$ cat config.mk
export PLATFORM = sky130hd
export DESIGN_NAME = slfifo_dir_arbiter
export DESIGN_NICKNAME = d
export VERILOG_FILES = /design/src/rtl/slfifo_dir_arbiter.sv
export SDC_FILE = /design/constraint.sdc
export NUM_CORES = 1
export LEC_CHECK = 0
export ABC_CLOCK_PERIOD_IN_PS = 6300
export CAP_MARGIN = 10
export CORE_MARGIN = 8
export CORE_UTILIZATION = 40
export CTS_CLUSTER_DIAMETER = 60
export CTS_CLUSTER_SIZE = 16
export DETAILED_ROUTE_END_ITERATION = 10
export GPL_ROUTABILITY_DRIVEN = 0
export SLEW_MARGIN = 10
export SYNTH_ARGS = -nofsm -noshare
export SYNTH_HDL_FRONTEND = slang
export SYNTH_SLANG_ARGS = --single-unit
$ cat constraint.sdc
create_clock -name clk -period 6.3 [get_ports clk]
set_clock_uncertainty 0.1 [all_clocks]
set_input_delay 1.26 -clock clk [delete_from_list [all_inputs] [get_ports clk]]
set_output_delay 1.26 -clock clk [all_outputs]
set_load 0.05 [all_outputs]
$ cat src/rtl/slfifo_dir_arbiter.sv
// Purpose: owns the shared FX3 slave-FIFO bus, selecting read or write engine with turnaround gaps.
// Latency: grant 1 cycle after request in current direction, 1+TURN_CYCLES across a direction change.
// Backpressure: requests are level-held and ignored during a grant; released by done or watchdog.
module slfifo_dir_arbiter #(
   parameter int TURN_CYCLES      = 4,
   parameter int MAX_GRANT_CYCLES = 1024
) (
   input  logic        clk,
   input  logic        rst,
   input  logic        rd_req,
   input  logic        wr_req,
   input  logic        rd_done,
   input  logic        wr_done,
   input  logic        timeout_clr,
   output logic        data_dir,
   output logic        rd_gnt,
   output logic        wr_gnt,
   output logic        busy,
   output logic        timeout,
   output logic [15:0] rd_grant_cnt,
   output logic [15:0] wr_grant_cnt
);

   localparam logic [1:0] S_IDLE     = 2'd0;
   localparam logic [1:0] S_TURN     = 2'd1;
   localparam logic [1:0] S_GRANT_RD = 2'd2;
   localparam logic [1:0] S_GRANT_WR = 2'd3;

   // Counter reload values: turn counter counts down to zero, watchdog counts up to the last cycle.
   localparam logic [7:0]  TURN_LOAD = 8'(TURN_CYCLES - 1);
   localparam logic [15:0] WD_LAST   = 16'(MAX_GRANT_CYCLES - 1);

   logic [1:0]  state;
   logic        last_served;   // 0 = read engine, 1 = write engine
   logic        target;        // direction being turned toward while in TURN
   logic [7:0]  turn_cnt;
   logic [15:0] wd_cnt;

   logic pick;
   logic in_grant;
   logic cur_done;
   logic wd_expire;
   logic release_gnt;
   logic start_grant;
   logic grant_dir;

   // Arbitration choice plus this cycle's grant start / release decisions.
   always_comb begin
      pick        = (rd_req && wr_req) ? ~last_served : wr_req;
      in_grant    = (state == S_GRANT_RD) || (state == S_GRANT_WR);
      cur_done    = (state == S_GRANT_WR) ? wr_done : rd_done;
      wd_expire   = in_grant && !cur_done && (wd_cnt == WD_LAST);
      release_gnt = in_grant && (cur_done || wd_expire);
      grant_dir   = (state == S_IDLE) ? pick : target;
      start_grant = 1'b0;
      if (state == S_IDLE)
         start_grant = (rd_req || wr_req) && (pick == data_dir);
      else if (state == S_TURN)
         start_grant = (turn_cnt == 8'd0) && (target ? wr_req : rd_req);
   end

   // State machine, bus direction and turnaround countdown.
   always_ff @(posedge clk or posedge rst) begin
      if (rst) begin
         state       <= S_IDLE;
         data_dir    <= 1'b0;
         target      <= 1'b0;
         turn_cnt    <= 8'd0;
         last_served <= 1'b1;
         busy        <= 1'b0;
      end else if (start_grant) begin
         state <= grant_dir ? S_GRANT_WR : S_GRANT_RD;
         busy  <= 1'b1;
      end else begin
         case (state)
            S_IDLE: begin
               // Only reached with a request when the target differs from the bus direction.
               if (rd_req || wr_req) begin
                  target   <= pick;
                  data_dir <= pick;
                  turn_cnt <= TURN_LOAD;
                  state    <= S_TURN;
                  busy     <= 1'b1;
               end
            end
            S_TURN: begin
               // Final turn cycle without the target request falls back to IDLE, keeping data_dir.
               if (turn_cnt != 8'd0) begin
                  turn_cnt <= turn_cnt - 8'd1;
               end else begin
                  state <= S_IDLE;
                  busy  <= 1'b0;
               end
            end
            default: begin
               if (release_gnt) begin
                  state       <= S_IDLE;
                  busy        <= 1'b0;
                  last_served <= (state == S_GRANT_WR);
               end
            end
         endcase
      end
   end

   // Grant outputs, per-grant watchdog count and wrapping grant counters.
   always_ff @(posedge clk or posedge rst) begin
      if (rst) begin
         rd_gnt       <= 1'b0;
         wr_gnt       <= 1'b0;
         wd_cnt       <= 16'd0;
         rd_grant_cnt <= 16'd0;
         wr_grant_cnt <= 16'd0;
      end else if (start_grant) begin
         rd_gnt <= ~grant_dir;
         wr_gnt <= grant_dir;
         wd_cnt <= 16'd0;
         if (grant_dir)
            wr_grant_cnt <= wr_grant_cnt + 16'd1;
         else
            rd_grant_cnt <= rd_grant_cnt + 16'd1;
      end else if (release_gnt) begin
         rd_gnt <= 1'b0;
         wr_gnt <= 1'b0;
      end else if (in_grant) begin
         wd_cnt <= wd_cnt + 16'd1;
      end
   end

   // Sticky watchdog flag; an expiry in the same cycle as a clear leaves it set.
   always_ff @(posedge clk or posedge rst) begin
      if (rst)
         timeout <= 1'b0;
      else if (wd_expire)
         timeout <= 1'b1;
      else if (timeout_clr)
         timeout <= 1'b0;
   end

endmodule

======== Yosys cells after proc, flatten, opt, wreduce, memory -nomap -nowiden ========
Cells that the tools add are included.
word-level totals
  bits in registers ....................... 64
operators by class
  add/sub/neg operators ................... 4
  bitwise gates (word level) .............. 4
  reductions and logical operators ........ 26
  equal/unequal tests ..................... 10
  muxes and demuxes ....................... 27
operators with widths
  operator                 count
  $add A16 B1 Y16 const B  3
  $mux W16                 3
  $eq A16 B10 Y1 const B   1
  $mux W8                  2
  $pmux W8 S2              1
  $mux W1                  15
  $reduce_and A3 Y1        3
  $logic_not A8 Y1         1
  $mux W2                  4
  $reduce_bool A2 Y1       4
  $reduce_bool A8 Y1       1
  $sub A8 B1 Y8 const B    1
  $logic_and A1 B1 Y1      6
  $ne A2 B1 Y1 const B     3
  $reduce_and A2 Y1        3
  $eq A2 B2 Y1 const B     2
  $not A1 Y1               4
  $pmux W2 S2              1
  $reduce_and A4 Y1        1
  $reduce_bool A4 Y1       1
  $logic_or A1 B1 Y1       3
  $ne A3 B2 Y1 const B     1
  $ne A3 B3 Y1 const B     1
  $eq A2 B1 Y1 const B     1
  other kinds (5)          5

======== Logic depth before layout (Yosys ltp) ========
  depth in word-level cells ............... 10
  gate-level depth with buffers ........... 8
  gate-level depth less buffers ........... 7

======== Worst setup path after synthesis ========
Ideal clock, no wire load.
  path type ............................... input-to-reg
  start point ............................. in rd_req
  end point ............................... reg wr_grant_cnt[15]
  setup slack ............................. 3,663 ps
  stages on the path ...................... 5
  data required time ...................... 6,118 ps
  data arrival time ....................... 2,456 ps
  cell sequence ........................... nand2_1 -> a31oi_2 -> or4_1 -> and4bb_1 -> xor2_1
between the ends
  longest elaborated chain between the ends .. 6
  elaborated cells on any way between the ends .. 11
  classes of those cells .................. eq/ne (1); mux (5); reduce/logical (5)
RTL lines
  element                        line  source
  start, declared                10    input logic rd_req,
  $logic_and A1 B1 Y1            49    pick = (rd_req && wr_req) ? ~last_served : wr_req;
  $mux W1                        49
  $eq A1 B1 Y1                   57    start_grant = (rd_req || wr_req) && (pick == data_dir);
  $logic_and A1 B1 Y1            57
  $mux W1                        56    if (state == S_IDLE)
  $reduce_and A2 Y1 (no line) *  -
  end signal, assigned           119   wr_grant_cnt <= wr_grant_cnt + 16'd1;
  end, declared                  21    output logic [15:0] wr_grant_cnt
Mark *: on every way between the ends. The rest lies on a longest branch, timed or not.
A chain may end at the register's enable or synchronous reset.

======== Worst setup path in the final report ========
  start point ............................. in wr_req
  end point ............................... reg state[0]
between the ends
  longest elaborated chain between the ends .. 7
  elaborated cells on any way between the ends .. 16
  classes of those cells .................. eq/ne (3); mux (7); reduce/logical (6)
RTL lines
  element                                               line  source
  start, declared                                       11    input logic wr_req,
  $logic_and A1 B1 Y1                                   49
  $mux W1                                               49
  $eq A1 B1 Y1                                          57
  $logic_and A1 B1 Y1                                   57
  $mux W1                                               56
  $ne A3 B3 Y1 (no line), or another cell as far along  -
  $reduce_and A3 Y1 (no line)                           -
  end signal, assigned                                  72    state <= grant_dir ? S_GRANT_WR : S_GRANT_RD;
  end, declared                                         33    logic [1:0] state;
Several ways; a longest one is shown, not always the timed one.

==> results.txt <==
----------------------------------------------------
[Timing]
  Max transition margin ... 0.458
  Total Negative Setup Slacks ... 0 ns
  Final count of negative-setup-slack endpoints ... 0
  Final count of pins violating max slew ... 0
  Total count of hold-check failures in the final report ... 0
  Least-Margin Pin Slew ... 0.807 ns
  Fmax ... 310 MHz
  Setup repair after global routing missed its margin ... no
  Clock period minus final worst setup slack ... roughly 3.2 ns
  Ratio of final minimum period to clock period ... 0.513

[Floorplan]
  Die X-Extent ... 106 um
  Initial Utilization ... 0.405
  Die area ... 11,300 um^2
  # rows ... 33
  Placeable core area ... between 8000 and 9000 um^2
  Number of ports placed on the die boundary ... 44
  Overall die height ... 106 um

[Layout]
  Filler instances ... 740
  Share of cells above drive strength 1 ... 0.109
  Total area of multi-input combinational cells ... 1570 um^2
  Count of inserted antenna diode cells ... 0
  Final Util ... 0.495
  Total number of nets in the final design ... 373
  Sequential standard cell area ... 1600 um^2
  Layout area overhead ... 22.3%
  Final Instance Count excl. Fillers ... around 470

[Route]
  Iteration-0 DRC count of the detailed router ... ~120
  Via-per-instance ratio ... 5.16
  Wire length after detailed routing ... 6.83 mm
  Average wire per cell in the routed design ... 14.5 um
  Vias ... approximately 2.4k
  Number of optimization iterations in the first detailed-route pass ... 6
  Detail Route Antenna Nets ... 0
  DRC violation count after routing ... 0

[Clock tree]
  Clock sinks ... 64
  Clock tree from TritonCTS ... built
  Buffer cell driving the clock tree root ... sky130_fd_sc_hd__clkbuf_8
  Insertion delay of the later-clocked pin in the worst-skew pair ... around 0.33 ns
  Setup Buffers After CTS ... 0
  Number of levels the H-tree was split into ... 3
  Maximum buffer depth of the clock tree ... 2
  Number of hold buffers added after CTS ... 0
  Number of resized instances in the post-cts repair step ... 0
  Num CTS Buffers ... 9
  Reg clk slew, reported paths ... 0.07 ns

[Power and ir drop]
  Power per unit of standard cell area ... 382 nW/um^2
  Internal power ... 889 uW
  Register share of total power ... 0.387
  Net switching power ... 633 uW
  Part of the power in combinational logic ... 0.381
  Switching power as a share of total power ... 0.416
  Proportion of power drawn by the clock network ... 0.232
  IR drop worst, VDD ... about 0.22 mV
  Leak pwr ... 0.00171 uW

[Yosys]
  Number of warning messages in the yosys log ... 0
  Syn_nets ... around 330
  Post-synthesis sequential area ratio ... 0.492
  Post-synthesis sequential element count ... 64
  Post-synth EDFFs ... 0
  Instance count of the mapped netlist ... 315
  Async set-reset flop share out of synthesis ... 1.00
  Summed instance area of the synthesized netlist ... 3260 um^2
  Post-synth top area share ... 0.484
  Most common flop cell mapped by yosys ... sky130_fd_sc_hd__dfrtp_1
  Library cells used by synthesis ... 55
  Synth area leader ... sky130_fd_sc_hd__dfrtp_1
  Cells taking the most area after synthesis ... sky130_fd_sc_hd__dfrtp_1 (48%), sky130_fd_sc_hd__xnor2_1 (8.9%), sky130_fd_sc_hd__nor2_1 (3.6%)
  Average footprint of a synthesized cell ... 10.3 um^2

[GRT]
  Number of antenna violations at the first check in global routing ... 0
  Maximum number of pins on one net before global-route repair ... 65
  Number of global-route vias before repair ... about 2.5k
  First-pass GRT wire length ... 11.9 mm
  Remaining global-route overflow ... 0
  GR Util All Layers ... 0.127

[Critical path]
  Setup crit end kind ... register
  Required time reported for the critical path endpoint ... approximately 6.4 ns
  Critical path start-end classification ... in2reg
  Highest net fanout along the worst path ... 18
  Critical Path Source Type ... input port
  CP Data Arrival Time ... around 3.4 ns

[Placed design]
  Port bufs ... 43
  Dpl cells ... 456
  Post-DP HPWL ... roughly 4.6 mm

[Hold path]
  Type of the worst min-delay path ... reg2reg

[Run status]
  Status ... complete, no violations

[Job]
  Max Cap Viol ... 0

----------------------------------------------------
## through the flow
step                instance area [um^2]  power [uW]  hold slack (ns)  setup WS (ns)
floorplan                           3260        1010            0.359           3.34
global placement                    3790        1180            0.364           2.73
detailed placement                  3790        1180            0.365           2.70
CTS                                 3980        1540            0.377           3.06
global route                        3980        1620            0.387           2.90
finish                              3980        1520            0.374           3.07
## cells in the mapped netlist (2+ instances only)
| cell type | n |
|---|---|
| sky130_fd_sc_hd__nor2_1 | 31 |
| sky130_fd_sc_hd__nand2_1 | 23 |
| sky130_fd_sc_hd__a22o_1 | 3 |
| sky130_fd_sc_hd__nand2b_1 | 2 |
| sky130_fd_sc_hd__mux2i_1 | 3 |
| sky130_fd_sc_hd__nor3b_1 | 3 |
| sky130_fd_sc_hd__o21a_1 | 2 |
| sky130_fd_sc_hd__dfrtp_1 | 63 |
| sky130_fd_sc_hd__xor2_1 | 12 |
| sky130_fd_sc_hd__o21ai_0 | 2 |
| sky130_fd_sc_hd__and3_1 | 12 |
| sky130_fd_sc_hd__buf_4 | 3 |
| sky130_fd_sc_hd__clkbuf_1 | 3 |
| sky130_fd_sc_hd__mux2_1 | 2 |
| sky130_fd_sc_hd__nor3_1 | 14 |
| sky130_fd_sc_hd__nand3_1 | 22 |
| sky130_fd_sc_hd__mux2_2 | 4 |
| sky130_fd_sc_hd__buf_2 | 4 |
| sky130_fd_sc_hd__nor4_1 | 7 |
| sky130_fd_sc_hd__a21oi_1 | 6 |
| sky130_fd_sc_hd__nand4_1 | 12 |
| sky130_fd_sc_hd__nor4b_1 | 2 |
| sky130_fd_sc_hd__nor2b_1 | 2 |
| sky130_fd_sc_hd__inv_1 | 8 |
| sky130_fd_sc_hd__xnor2_1 | 33 |
| sky130_fd_sc_hd__ha_1 | 4 |
| sky130_fd_sc_hd__or2_2 | 2 |
| sky130_fd_sc_hd__and2_1 | 2 |
| sky130_fd_sc_hd__nor4_2 | 2 |
| sky130_fd_sc_hd__a31oi_1 | 2 |
## critical path: stages
cell and delay, ns:
sky130_fd_sc_hd__clkdlybuf4s50_1 0.48, sky130_fd_sc_hd__and2_1 0.21, sky130_fd_sc_hd__o21a_1 0.21, sky130_fd_sc_hd__a22oi_2 0.68, sky130_fd_sc_hd__o32ai_1 0.19, sky130_fd_sc_hd__mux2_1 0.32
## cell usage in the layout (no fill, tap or decap), types with 2 or more instances in the layout
cell                               n
sky130_fd_sc_hd__mux2_2            4
sky130_fd_sc_hd__clkinv_2          4
sky130_fd_sc_hd__or2_2             2
sky130_fd_sc_hd__o21ai_0           2
sky130_fd_sc_hd__dfrtp_1          63
sky130_fd_sc_hd__nand3_1          22
sky130_fd_sc_hd__xor2_1           12
sky130_fd_sc_hd__o21a_1            2
sky130_fd_sc_hd__mux2_1            2
sky130_fd_sc_hd__mux2i_1           3
sky130_fd_sc_hd__and2_1            2
sky130_fd_sc_hd__xnor2_1          33
sky130_fd_sc_hd__nor2b_1           2
sky130_fd_sc_hd__ha_1              4
sky130_fd_sc_hd__a21oi_1           6
sky130_fd_sc_hd__nand2_1          23
sky130_fd_sc_hd__nor4_1            7
sky130_fd_sc_hd__nand2b_1          2
sky130_fd_sc_hd__nor2_1           31
sky130_fd_sc_hd__a22o_1            3
sky130_fd_sc_hd__and3_1           12
sky130_fd_sc_hd__nor3b_1           3
sky130_fd_sc_hd__buf_4             3
sky130_fd_sc_hd__a31oi_1           2
sky130_fd_sc_hd__nor4b_1           2
sky130_fd_sc_hd__clkbuf_8         10
sky130_fd_sc_hd__clkdlybuf4s50_1  43
sky130_fd_sc_hd__nor3_1           14
sky130_fd_sc_hd__inv_1             7
sky130_fd_sc_hd__nand4_1          12
sky130_fd_sc_hd__nor4_2            2
## registers in the layout (all words and copies together), names as in the netlist
signal	cells
state	2
rd_grant_cnt	16
rd_gnt	1
turn_cnt	8
busy	1
wr_gnt	1
target	1
timeout	1
wr_grant_cnt	16
wd_cnt	16
last_served	1
## layout make-up
class                           count  share of cell area
Clock buffer                       10              0.0345
Clock inverter                      6              0.0148
Inverter                            8             0.00754
Multi-Input combinational cell    233               0.394
Sequential cell                    64               0.402
Tap cell                          105              0.0330
Timing Repair Buffer               46               0.114
## final timing paths
path / start / to / slack [ns] / depth (start not counted)
worst min register to register: rd_grant_cnt[15] / rd_grant_cnt[15] / 0.37 / 1
worst max-delay path: wr_req / state[0] / 3.07 / 6
max in group asynchronous: rst / wd_cnt[2] / 4.21 / 3
min in group asynchronous: rst / timeout / 1.38 / 3
worst max register to register: turn_cnt[0] / rd_grant_cnt[1] / 3.69 / 8
worst min-delay path: rd_grant_cnt[15] / rd_grant_cnt[15] / 0.37 / 1
## power groups by stage
stage                     Sequential [uW]  Clock, uW  Combinational (uW)
after global routing                  606        379                 635
after CTS                             591        360                 587
after floorplan                       688          0                 325
after global placement                596          0                 580
after detailed placement              597          0                 584
final                                 589        352                 580
## metal layers
layer | wire, um | global-route usage | up-vias
met4 | 80 | 0.0523 | 0
met1 | 3410 | 0.169 | 1179
met2 | 3100 | 0.193 | 39
li1 | - | - | 1209
met5 | 0 | 0 | -
met3 | 242 | 0.0327 | 9
## logic make-up after synthesis
logic type / after synthesis / share of synthesized area
buf+inv: 18 / 0.0257
fa+ha+maj: 4 / 0.0154
mux: 9 / 0.0300
compound gates: 24 / 0.0542
flops: 64 / 0.492
xor+xnor: 45 / 0.121
simple gates: 151 / 0.262
Power figures use the tool's default switching activity.
